<file path="src/rtl/vedic64x64_seq_mul.sv">
// Iterative 64x64 unsigned multiplier: one 32x32 Vedic core, four half-products accumulated into 128 bits.
// Optional macro VEDIC_SEQ_PPREG_EN registers the core output and adds an ACC3 drain state.

module vedic_core #(
  parameter int W = 32
) (
  input  logic [W-1:0]   i_a,
  input  logic [W-1:0]   i_b,
  output logic [2*W-1:0] o_p
);
  generate
    if (W == 2) begin : g_leaf
      // 2x2 Urdhva-Tiryagbhyam: vertical, crosswise, vertical
      logic w_x0, w_x1, w_c1, w_v1;
      assign w_x0 = i_a[1] & i_b[0];
      assign w_x1 = i_a[0] & i_b[1];
      assign w_c1 = w_x0 & w_x1;
      assign w_v1 = i_a[1] & i_b[1];
      assign o_p  = {w_v1 & w_c1, w_v1 ^ w_c1, w_x0 ^ w_x1, i_a[0] & i_b[0]};
    end else begin : g_split
      localparam int H = W / 2;
      logic [W-1:0] w_q0, w_q1, w_q2, w_q3;
      logic [W:0]   w_mid;
      vedic_core #(.W(H)) u_ll (.i_a(i_a[H-1:0]), .i_b(i_b[H-1:0]), .o_p(w_q0));
      vedic_core #(.W(H)) u_hl (.i_a(i_a[W-1:H]), .i_b(i_b[H-1:0]), .o_p(w_q1));
      vedic_core #(.W(H)) u_lh (.i_a(i_a[H-1:0]), .i_b(i_b[W-1:H]), .o_p(w_q2));
      vedic_core #(.W(H)) u_hh (.i_a(i_a[W-1:H]), .i_b(i_b[W-1:H]), .o_p(w_q3));
      assign w_mid = {1'b0, w_q1} + {1'b0, w_q2};
      assign o_p   = {w_q3, w_q0} + ({{(W-1){1'b0}}, w_mid} << H);
    end
  endgenerate
endmodule

module vedic64x64_seq_mul #(
  parameter int ID_W        = 4,
  parameter bit ZERO_BYPASS = 1'b1
) (
  input  logic            clk,
  input  logic            rst_n,
  input  logic            in_valid,
  output logic            in_ready,
  input  logic [63:0]     in_a,
  input  logic [63:0]     in_b,
  input  logic [ID_W-1:0] in_tag,
  output logic            out_valid,
  input  logic            out_ready,
  output logic [127:0]    out_p,
  output logic [ID_W-1:0] out_tag,
  output logic            busy
);
  typedef enum logic [2:0] {
    S_IDLE, S_MUL0, S_MUL1, S_MUL2, S_MUL3,
`ifdef VEDIC_SEQ_PPREG_EN
    S_ACC3,
`endif
    S_DONE
  } state_t;

  state_t          r_state;
  logic [63:0]     r_a, r_b;
  logic [ID_W-1:0] r_tag, r_out_tag;
  logic [127:0]    r_acc, r_out_p;
  logic            r_out_valid;

  logic [31:0]     w_ca, w_cb;
  logic [63:0]     w_pp;
  logic [127:0]    w_add, w_sum;
  logic            w_accept, w_zero;

  assign in_ready  = (r_state == S_IDLE) | ((r_state == S_DONE) & out_ready);
  assign w_accept  = in_valid & in_ready;
  assign w_zero    = ZERO_BYPASS & ((in_a == 64'd0) | (in_b == 64'd0));
  assign out_valid = r_out_valid;
  assign out_p     = r_out_p;
  assign out_tag   = r_out_tag;
  assign busy      = (r_state != S_IDLE);

  always_comb begin
    w_ca = r_a[31:0];
    w_cb = r_b[31:0];
    case (r_state)
      S_MUL1:  w_ca = r_a[63:32];
      S_MUL2:  w_cb = r_b[63:32];
      S_MUL3:  begin w_ca = r_a[63:32]; w_cb = r_b[63:32]; end
      default: ;
    endcase
  end

  vedic_core #(.W(32)) u_core (.i_a(w_ca), .i_b(w_cb), .o_p(w_pp));

`ifdef VEDIC_SEQ_PPREG_EN
  // Each state adds the previous step's registered half-product.
  logic [63:0] r_pp;
  always_comb begin
    w_add = '0;
    case (r_state)
      S_MUL1:         w_add = {64'd0, r_pp};
      S_MUL2, S_MUL3: w_add = {32'd0, r_pp, 32'd0};
      S_ACC3:         w_add = {r_pp, 64'd0};
      default:        ;
    endcase
  end
`else
  always_comb begin
    w_add = '0;
    case (r_state)
      S_MUL0:         w_add = {64'd0, w_pp};
      S_MUL1, S_MUL2: w_add = {32'd0, w_pp, 32'd0};
      S_MUL3:         w_add = {w_pp, 64'd0};
      default:        ;
    endcase
  end
`endif

  assign w_sum = r_acc + w_add;

  always_ff @(posedge clk or negedge rst_n) begin
    if (!rst_n) begin
      r_state     <= S_IDLE;
      r_a         <= '0;
      r_b         <= '0;
      r_tag       <= '0;
      r_acc       <= '0;
      r_out_p     <= '0;
      r_out_tag   <= '0;
      r_out_valid <= 1'b0;
`ifdef VEDIC_SEQ_PPREG_EN
      r_pp        <= '0;
`endif
    end else begin
`ifdef VEDIC_SEQ_PPREG_EN
      r_pp <= w_pp;
`endif
      if ((r_state == S_DONE) && out_ready)
        r_out_valid <= 1'b0;
      if (w_accept) begin
        r_a   <= in_a;
        r_b   <= in_b;
        r_tag <= in_tag;
        r_acc <= '0;
        if (w_zero) begin
          // zero operand: result is known, skip the core entirely
          r_state     <= S_DONE;
          r_out_valid <= 1'b1;
          r_out_p     <= '0;
          r_out_tag   <= in_tag;
        end else begin
          r_state <= S_MUL0;
        end
      end else begin
        case (r_state)
          S_MUL0: begin r_acc <= w_sum; r_state <= S_MUL1; end
          S_MUL1: begin r_acc <= w_sum; r_state <= S_MUL2; end
          S_MUL2: begin r_acc <= w_sum; r_state <= S_MUL3; end
`ifdef VEDIC_SEQ_PPREG_EN
          S_MUL3: begin r_acc <= w_sum; r_state <= S_ACC3; end
          S_ACC3: begin
`else
          S_MUL3: begin
`endif
            r_out_p     <= w_sum;
            r_out_tag   <= r_tag;
            r_out_valid <= 1'b1;
            r_state     <= S_DONE;
          end
          S_DONE:  if (out_ready) r_state <= S_IDLE;
          default: ;
        endcase
      end
    end
  end
endmodule

</file>
<file path="config.mk">
export PLATFORM = sky130hd
export DESIGN_NAME = vedic64x64_seq_mul
export DESIGN_NICKNAME = d
export VERILOG_FILES = /design/src/rtl/vedic64x64_seq_mul.sv
export SDC_FILE = /design/constraint.sdc
export NUM_CORES = 2
export LEC_CHECK = 0
export ABC_CLOCK_PERIOD_IN_PS = 20200
export CAP_MARGIN = 20
export CORE_UTILIZATION = 60
export DETAILED_ROUTE_END_ITERATION = 7
export HOLD_SLACK_MARGIN = 0.06
export PLACE_DENSITY = 0.79
export SYNTH_ARGS = -nofsm -noshare
export SYNTH_HDL_FRONTEND = slang
export SYNTH_SLANG_ARGS = --single-unit
</file>
<file path="constraint.sdc">
create_clock -name clk -period 20.2 [get_ports clk]
set_clock_uncertainty 0.05 [all_clocks]
set_input_delay 4.04 -clock clk [delete_from_list [all_inputs] [get_ports clk]]
set_output_delay 4.04 -clock clk [all_outputs]
set_load 0.02 [all_outputs]
</file>
Yosys cells after proc, flatten, opt, wreduce, memory -nomap -nowiden --
Index checks and enable logic that the tools add are counted.
Storage, ports and cells: bits in registers 396, input port bits 136, output and inout port bits 135, word-level logic and storage cells 2271
Operators by class: add/sub/neg operators 171, eq/ne operators 7, muxes and demuxes 19, bitwise logic cells 2052, reductions and logical operators 14
Operators by type and width (number):
- $and 1x1->1 | 1538
- $mux 128 | 5
- $add 8x7->8 | 64
- $xor 1x1->1 | 512
- $pmux 128 s3 | 1
- $add 4x4->5 | 64
- $add 16x13->16 | 16
- $add 8x8->9 | 16
- $add 128x128->128 | 1
- $add 32x25->32 | 4
- $logic_not 64->1 | 2
- $add 16x16->17 | 4
- $add 64x49->64 | 1
- $mux 32 | 2
- $add 32x32->33 | 1
- $pmux 3 s5 | 1
- $mux 4 | 3
- $mux 3 | 3
- $eq 3x2->1 const B | 2
- $eq 3x3->1 const B | 2
- $reduce_bool 6->1 | 1
- $reduce_or 2->1 | 3
- $mux 1 | 4
- $reduce_and 2->1 | 2
- 9 further kinds | 11

Logic depth before layout (Yosys ltp) --
depth in word-level cells 18, gate-level depth with buffers 74, gate-level depth less buffers 70

Modules after synthesis --
Synthesis repeated with hierarchy kept, for this count alone.
Second synthesis, totals: cells, all modules 9984, area total of the unflattened synthesis 82047.4 µm²
Modules (own cells, without submodules):
- vedic64x64_seq_mul | instances 1, cells each 3297, area an instance 26356.5 µm², sequential area each 9909.5 µm²
- vedic_core at u_core.g_split.u_hh.g_split.u_hh.g_split.u_hh ... | instances 64, cells each 34, area an instance 311.5 µm², sequential area each 0.0 µm²
- vedic_core at u_core.g_split.u_hh.g_split.u_hh.g_split.u_hh.g_split.u_hh ... | instances 256, cells each 6, area an instance 50.0 µm², sequential area each 0.0 µm²
- vedic_core at u_core.g_split.u_hl.g_split.u_hh ... | instances 6, cells each 95, area an instance 762.0 µm², sequential area each 0.0 µm²
- vedic_core at u_core.g_split.u_hl ... | instances 2, cells each 254, area an instance 1859.3 µm², sequential area each 0.0 µm²
- vedic_core at u_core | instances 1, cells each 478, area an instance 3573.4 µm², sequential area each 0.0 µm²
- vedic_core at u_core.g_split.u_hh.g_split.u_hh ... | instances 4, cells each 93, area an instance 743.2 µm², sequential area each 0.0 µm²
- vedic_core at u_core.g_split.u_lh.g_split.u_lh ... | instances 4, cells each 91, area an instance 738.2 µm², sequential area each 0.0 µm²
- vedic_core at u_core.g_split.u_hh | instances 1, cells each 256, area an instance 1863.0 µm², sequential area each 0.0 µm²
- vedic_core at u_core.g_split.u_ll | instances 1, cells each 237, area an instance 1752.9 µm², sequential area each 0.0 µm²
- vedic_core at u_core.g_split.u_ll.g_split.u_lh ... | instances 2, cells each 95, area an instance 767.0 µm², sequential area each 0.0 µm²

Worst setup path before layout --
OpenSTA, ideal clock, no wires.
path type reg2reg, from register r_state[2], to register r_out_p[126] (netlist: out_p[126]), setup time 0.092 ns, arrival 13.743 ns, path slack 6.315 ns, stages on the path, launching flop included 64, cells stage by stage dfrtp_1 inv_1 nand2_1 a21oi_1 clkbuf_1 mux2i_1 clkbuf_1 nor2_1 ha_1 fa_1 inv_1 fa_1 inv_1 ha_1 inv_1 nor2_1 nor2_1 xnor2_1 [... 28 more ...] and4_1 nor4bb_1 xnor2_1 o22ai_1 ha_1 clkbuf_1 nand4_1 or3_1 a2111oi_2 a211oi_1 o211ai_1 a31oi_2 o41ai_2 a21oi_2 o31a_1 o211a_1 xor2_1 o31ai_2
Between the ends: cells in the longest elaborated chain, start to end 18
Ends and longest elaborated chain:
- start: declaration | RTL line 59 | state_t r_state;
- start signal: assignment | RTL line 119 | r_state <= S_IDLE;
- start signal: assignment | RTL line 143 | r_state <= S_DONE;
- start signal: assignment | RTL line 148 | r_state <= S_MUL0;
- $eq 3x3->1 / $eq 3x2->1 (equally long branches) | RTL line 81, 106, 151
- $reduce_or 2->1 (no line)
- $mux 32 | RTL line 81 | case (r_state)
- $and 1x1->1, on equally long branches | RTL line 15, 16
- $and 1x1->1 | RTL line 17 | assign w_c1 = w_x0 & w_x1;
- $xor 1x1->1 / $and 1x1->1 (equally long branches) | RTL line 19 | assign o_p = {w_v1 & w_c1, w_v1 ^ w_c1, w_x0 ^ w_x1, i_a[0] & i_b[0]};
- $add 4x4->5 | RTL line 28 | assign w_mid = {1'b0, w_q1} + {1'b0, w_q2};
- $add 8x7->8 | RTL line 29 | assign o_p = {w_q3, w_q0} + ({{(W-1){1'b0}}, w_mid} << H);
- [... 2 more ...]
- $add 16x16->17 | RTL line 28
- $add 32x25->32 | RTL line 29
- $add 32x32->33 | RTL line 28
- $add 64x49->64 | RTL line 29
- $pmux 128 s3 | RTL line 106 | case (r_state)
- $add 128x128->128 | RTL line 115 | assign w_sum = r_acc + w_add;
- $mux 128 | RTL line 151 | case (r_state)
- $mux 128 | RTL line 136 | if (w_accept) begin
- end signal: assignment | RTL line 161 | r_out_p <= w_sum;
- end: declaration | RTL line 62 | logic [127:0] r_acc, r_out_p;
Parallel ways exist; a longest one is shown, timed or not. The select of a mux whose other input is x is not followed. A chain may end at the register's enable or synchronous reset.

Final worst setup path --
from register r_state[2], to register r_acc[120]
Between the ends: cells in the longest elaborated chain, start to end 18
Ends and longest elaborated chain:
- $eq 3x3->1 / $eq 3x2->1 (equally long branches) | RTL line 81, 106, 151
- $reduce_or 2->1 (no line)
- $mux 32 | RTL line 81
- $and 1x1->1, on equally long branches | RTL line 15, 16
- $and 1x1->1 | RTL line 17
- $xor 1x1->1 / $and 1x1->1 (equally long branches) | RTL line 19
- $add 4x4->5 | RTL line 28
- $add 8x7->8 | RTL line 29
- [... 2 more ...]
- $add 16x16->17 | RTL line 28
- $add 32x25->32 | RTL line 29
- $add 32x32->33 | RTL line 28
- $add 64x49->64 | RTL line 29
- $pmux 128 s3 | RTL line 106
- $add 128x128->128 | RTL line 115
- $mux 128 | RTL line 151
- $mux 128 | RTL line 136
- end signal: assignment | RTL line 152 | S_MUL0: begin r_acc <= w_sum; r_state <= S_MUL1; end
- end signal: assignment | RTL line 153 | S_MUL1: begin r_acc <= w_sum; r_state <= S_MUL2; end
- end signal: assignment | RTL line 154 | S_MUL2: begin r_acc <= w_sum; r_state <= S_MUL3; end
- end: declaration | RTL line 62
Parallel ways exist; a longest one is shown, timed or not. The select of a mux whose other input is x is not followed.

==> qor.log <==
qor: outcome.run_status completed
qor: cts.cts_buffer_count 39
qor: sta.timing.setup.tns 0 ps
qor: hold_path.holdCritPathClass flop to flop
qor: cts.ctsHtreeMaxLevel 2
qor: synth.synth_area 0.07313 mm^2
qor: synth.netlist_top_cells_count sky130_fd_sc_hd__ha_1 (1686), sky130_fd_sc_hd__nor2_1 (1294), sky130_fd_sc_hd__a21oi_1 (858)
qor: synth.yosys-top-cells-area sky130_fd_sc_hd__ha_1 (29%), sky130_fd_sc_hd__dfrtp_1 (14%), sky130_fd_sc_hd__xnor2_1 (9.2%)
qor: floorplanning.initial_utilization 60.71%
qor: placement.hpwl 193200 um
qor: cts.cts_num_sinks 396
qor: sta.clock.fmax 57.88 MHz
qor: cts.clockBufferDepth 3
qor: synth.synth_ff_type sky130_fd_sc_hd__dfrtp_1
qor: hold_path.worstHoldPathCells 2
qor: sta.maxSlewViolCount 0
qor: routing.drtPass1Iterations 6
qor: critical_path.worst-path-max-fanout 32
qor: synth.seq_area_frac_synth 13.55%
qor: sta.setup_violations 0
qor: critical_path.critical_path.n_buffers_inverters 6
qor: sta.slew-limit-headroom 11.52%
qor: placement.preCtsSetupSlack 3270 ps
qor: synth.number_of_enable_flip_flop_cells_after_synthesis 0
qor: floorplanning.floorplan.rows 127
qor: critical_path.cp_capture_type flop
qor: floorplanning.top_level_ports 271
qor: critical_path.rrSetupSlack 2920 ps
qor: critical_path.cpMaxStageDelayCell sky130_fd_sc_hd__a21oi_4
qor: critical_path.critical_path_class flop to flop
qor: synth.synth_fp_nets 11260
qor: routing.post_drt_via_cell_ratio 6.161
qor: grt.grt_usage 38.48%
qor: sta.final_period_minus_worst_setup_slack 17280 ps
qor: sta.timing_worst_slew_pin_value 1318 ps
qor: cts.clock_latency 580 ps
qor: placement.place_congestion 1.034
qor: routing.post_drt_wl_per_cell 21.98 um
qor: routing.initialDrtViolationCount 5546
qor: routing.total_number_of_vias 67490
qor: critical_path.worst-endpoint-required 20620 ps
qor: routing.remaining_drc_errors 0
qor: cts.cts.clk_slew.worst_paths 80 ps
qor: critical_path.slowest_delay 820 ps
qor: critical_path.timing.critical_path.from_type flop
qor: synth.async_flop_share 100.0%
qor: sta.share_of_the_cycle_needed_by_the_critical_path_after_routing 85.53%
qor: sta.grt_setup_unrepaired no
qor: cts.ctsResizeCount 0
qor: cts.cts.hold.buffers_added 0
qor: cts.cts_tree yes
qor: cells_and_area.net_total_in_the_final_layout 11300
qor: routing.totalWireLength 240800 um
qor: critical_path.reg2regPathDepth 60
qor: synth.ys_warn_count 0
qor: synth.synth_cells 9262
qor: synth.yosysUniqueCellTypes 81
qor: sta.setup_slack 2922 ps
qor: cells_and_area.area.growth.synth_to_final 8.861%
qor: routing.final_antenna_net_count 0
qor: critical_path.critPathArrivalTime 17700 ps
qor: job.timing.max_cap.violations 0
qor: critical_path.cp.depth 60
qor: synth.mean_area_per_synthesized_cell 7.895 um^2
qor: synth.ffs_latches_synth 396
qor: floorplanning.chipWidth 351.1 um
qor: placement.place.port_buffers 270
qor: synth.synth.largest_area_cell sky130_fd_sc_hd__ha_1
qor: cells_and_area.share_of_cells_above_drive_strength_1 3.180%
qor: critical_path.critical_path.top_delay_family compound AO/OA/AOI/OAI gates
qor: grt.grt_max_degree 164
qor: grt.number_of_antenna_violations_at_the_first_check_in_global_routing 5
qor: synth.yosys.cell_count.top_type sky130_fd_sc_hd__ha_1
qor: sta.hold_viol_final 0
qor: cts.cts.root.buffer_cell sky130_fd_sc_hd__clkbuf_16
qor: floorplanning.core_area 0.1204 mm^2
qor: grt.wire_length_of_the_first_global_routing_pass 371300 um
qor: floorplanning.dieArea 0.1233 mm^2
qor: synth.yosys.area.top_type_share 28.85%
qor: floorplanning.die_height 351.1 um
qor: grt.grt_overflow_total 0
qor: grt.vias_in_the_first_global_route 66550
qor: cts.postCtsSetupBuffers 0
==> metrics by stage <==
step	utilization, %	area, um^2	cells	hold WS, ps
after floorplan	-	73130	9262	387.2
after global placement	64.91	78180	10880	401.8
after detailed placement	64.92	78200	10880	406.6
after CTS	66.06	79570	10950	421.7
after global routing	66.09	79600	10950	449.4
final	66.09	79610	10950	418.4
==> final timing paths <==
check                           start          to
min in group asynchronous       rst_n    out_p[3]
setup / recovery           r_state[2]  r_acc[120]
hold / removal               out_p[3]    out_p[3]
setup reg to reg           r_state[2]  r_acc[120]
max in group asynchronous       rst_n  out_p[125]
hold reg to reg              out_p[3]    out_p[3]
==> per-layer routing <==
layer | global-route usage, % | vias up | routed length (um)
li1 | - | 32060 | -
met1 | 49.56 | 32450 | 101400
met2 | 62.20 | 2419 | 106400
met3 | 4.897 | 553 | 18080
met4 | 21.51 | 6 | 14890
met5 | 0 | - | 37
==> registers in the layout, indices dropped and copies added, names as in the netlist <==
register / count
r_state: 3
out_p: 128
out_valid: 1
r_tag: 4
r_b: 64
r_acc: 128
out_tag: 4
r_a: 64
==> cell usage in the layout, fill, tap and decap left out, types with 26 or more instances in the layout <==
cell / n
sky130_fd_sc_hd__and3_1: 26
sky130_fd_sc_hd__xor2_1: 206
sky130_fd_sc_hd__nand2_1: 834
sky130_fd_sc_hd__a21oi_1: 857
sky130_fd_sc_hd__xnor2_1: 765
sky130_fd_sc_hd__dfrtp_1: 396
sky130_fd_sc_hd__and2_1: 57
sky130_fd_sc_hd__nor2_1: 1290
sky130_fd_sc_hd__nand4_1: 70
sky130_fd_sc_hd__buf_4: 118
sky130_fd_sc_hd__nand2b_1: 55
sky130_fd_sc_hd__ha_1: 1686
sky130_fd_sc_hd__o21bai_1: 268
sky130_fd_sc_hd__o21ai_0: 297
sky130_fd_sc_hd__mux2i_4: 64
sky130_fd_sc_hd__o31ai_1: 29
sky130_fd_sc_hd__nor4_1: 42
sky130_fd_sc_hd__nor3_1: 48
sky130_fd_sc_hd__a31oi_1: 31
sky130_fd_sc_hd__clkdlybuf4s50_1: 269
sky130_fd_sc_hd__fa_1: 171
sky130_fd_sc_hd__a21o_1: 463
sky130_fd_sc_hd__nor2b_1: 80
sky130_fd_sc_hd__a211oi_1: 42
sky130_fd_sc_hd__inv_1: 653
sky130_fd_sc_hd__nand3_1: 102
sky130_fd_sc_hd__a22o_1: 111
sky130_fd_sc_hd__clkbuf_16: 41
==> cell type report <==
class	count	area [um^2]
antenna	2	5.005
clock buffer	52	1127
clock inverter	18	242.7
fill	10320	40840
inverter	654	2455
multi-input combinational	7828	60180
sequential	396	9910
tap	1612	2017
timing repair buffer	392	3666
==> worst reg2reg max path: cells and delay by family (launching register included) <==
family / cells / cell delay (ps)
AND/OR/NAND/NOR: 16 / 3450
adder cells (fa/ha/maj): 9 / 3650
XOR/XNOR: 5 / 880
buffers and inverters: 6 / 1670
multiplexers: 1 / 370
AO/OA/AOI/OAI: 23 / 6580
flip-flops: 1 / 500
==> cell families after synthesis <==
kind of cell | synth area share (%)
and+or+nand+nor | 15.42
adders and majority gates | 33.53
AOI/OAI and AO/OA | 19.59
DFF | 13.55
muxes | 0.9376
buffers and inverters | 5.340
xor gates and xnor gates | 11.63
Power is left out: the tool's default activity adds up to more than one toggle a clock period on the data nets, which glitch-free logic cannot reach.
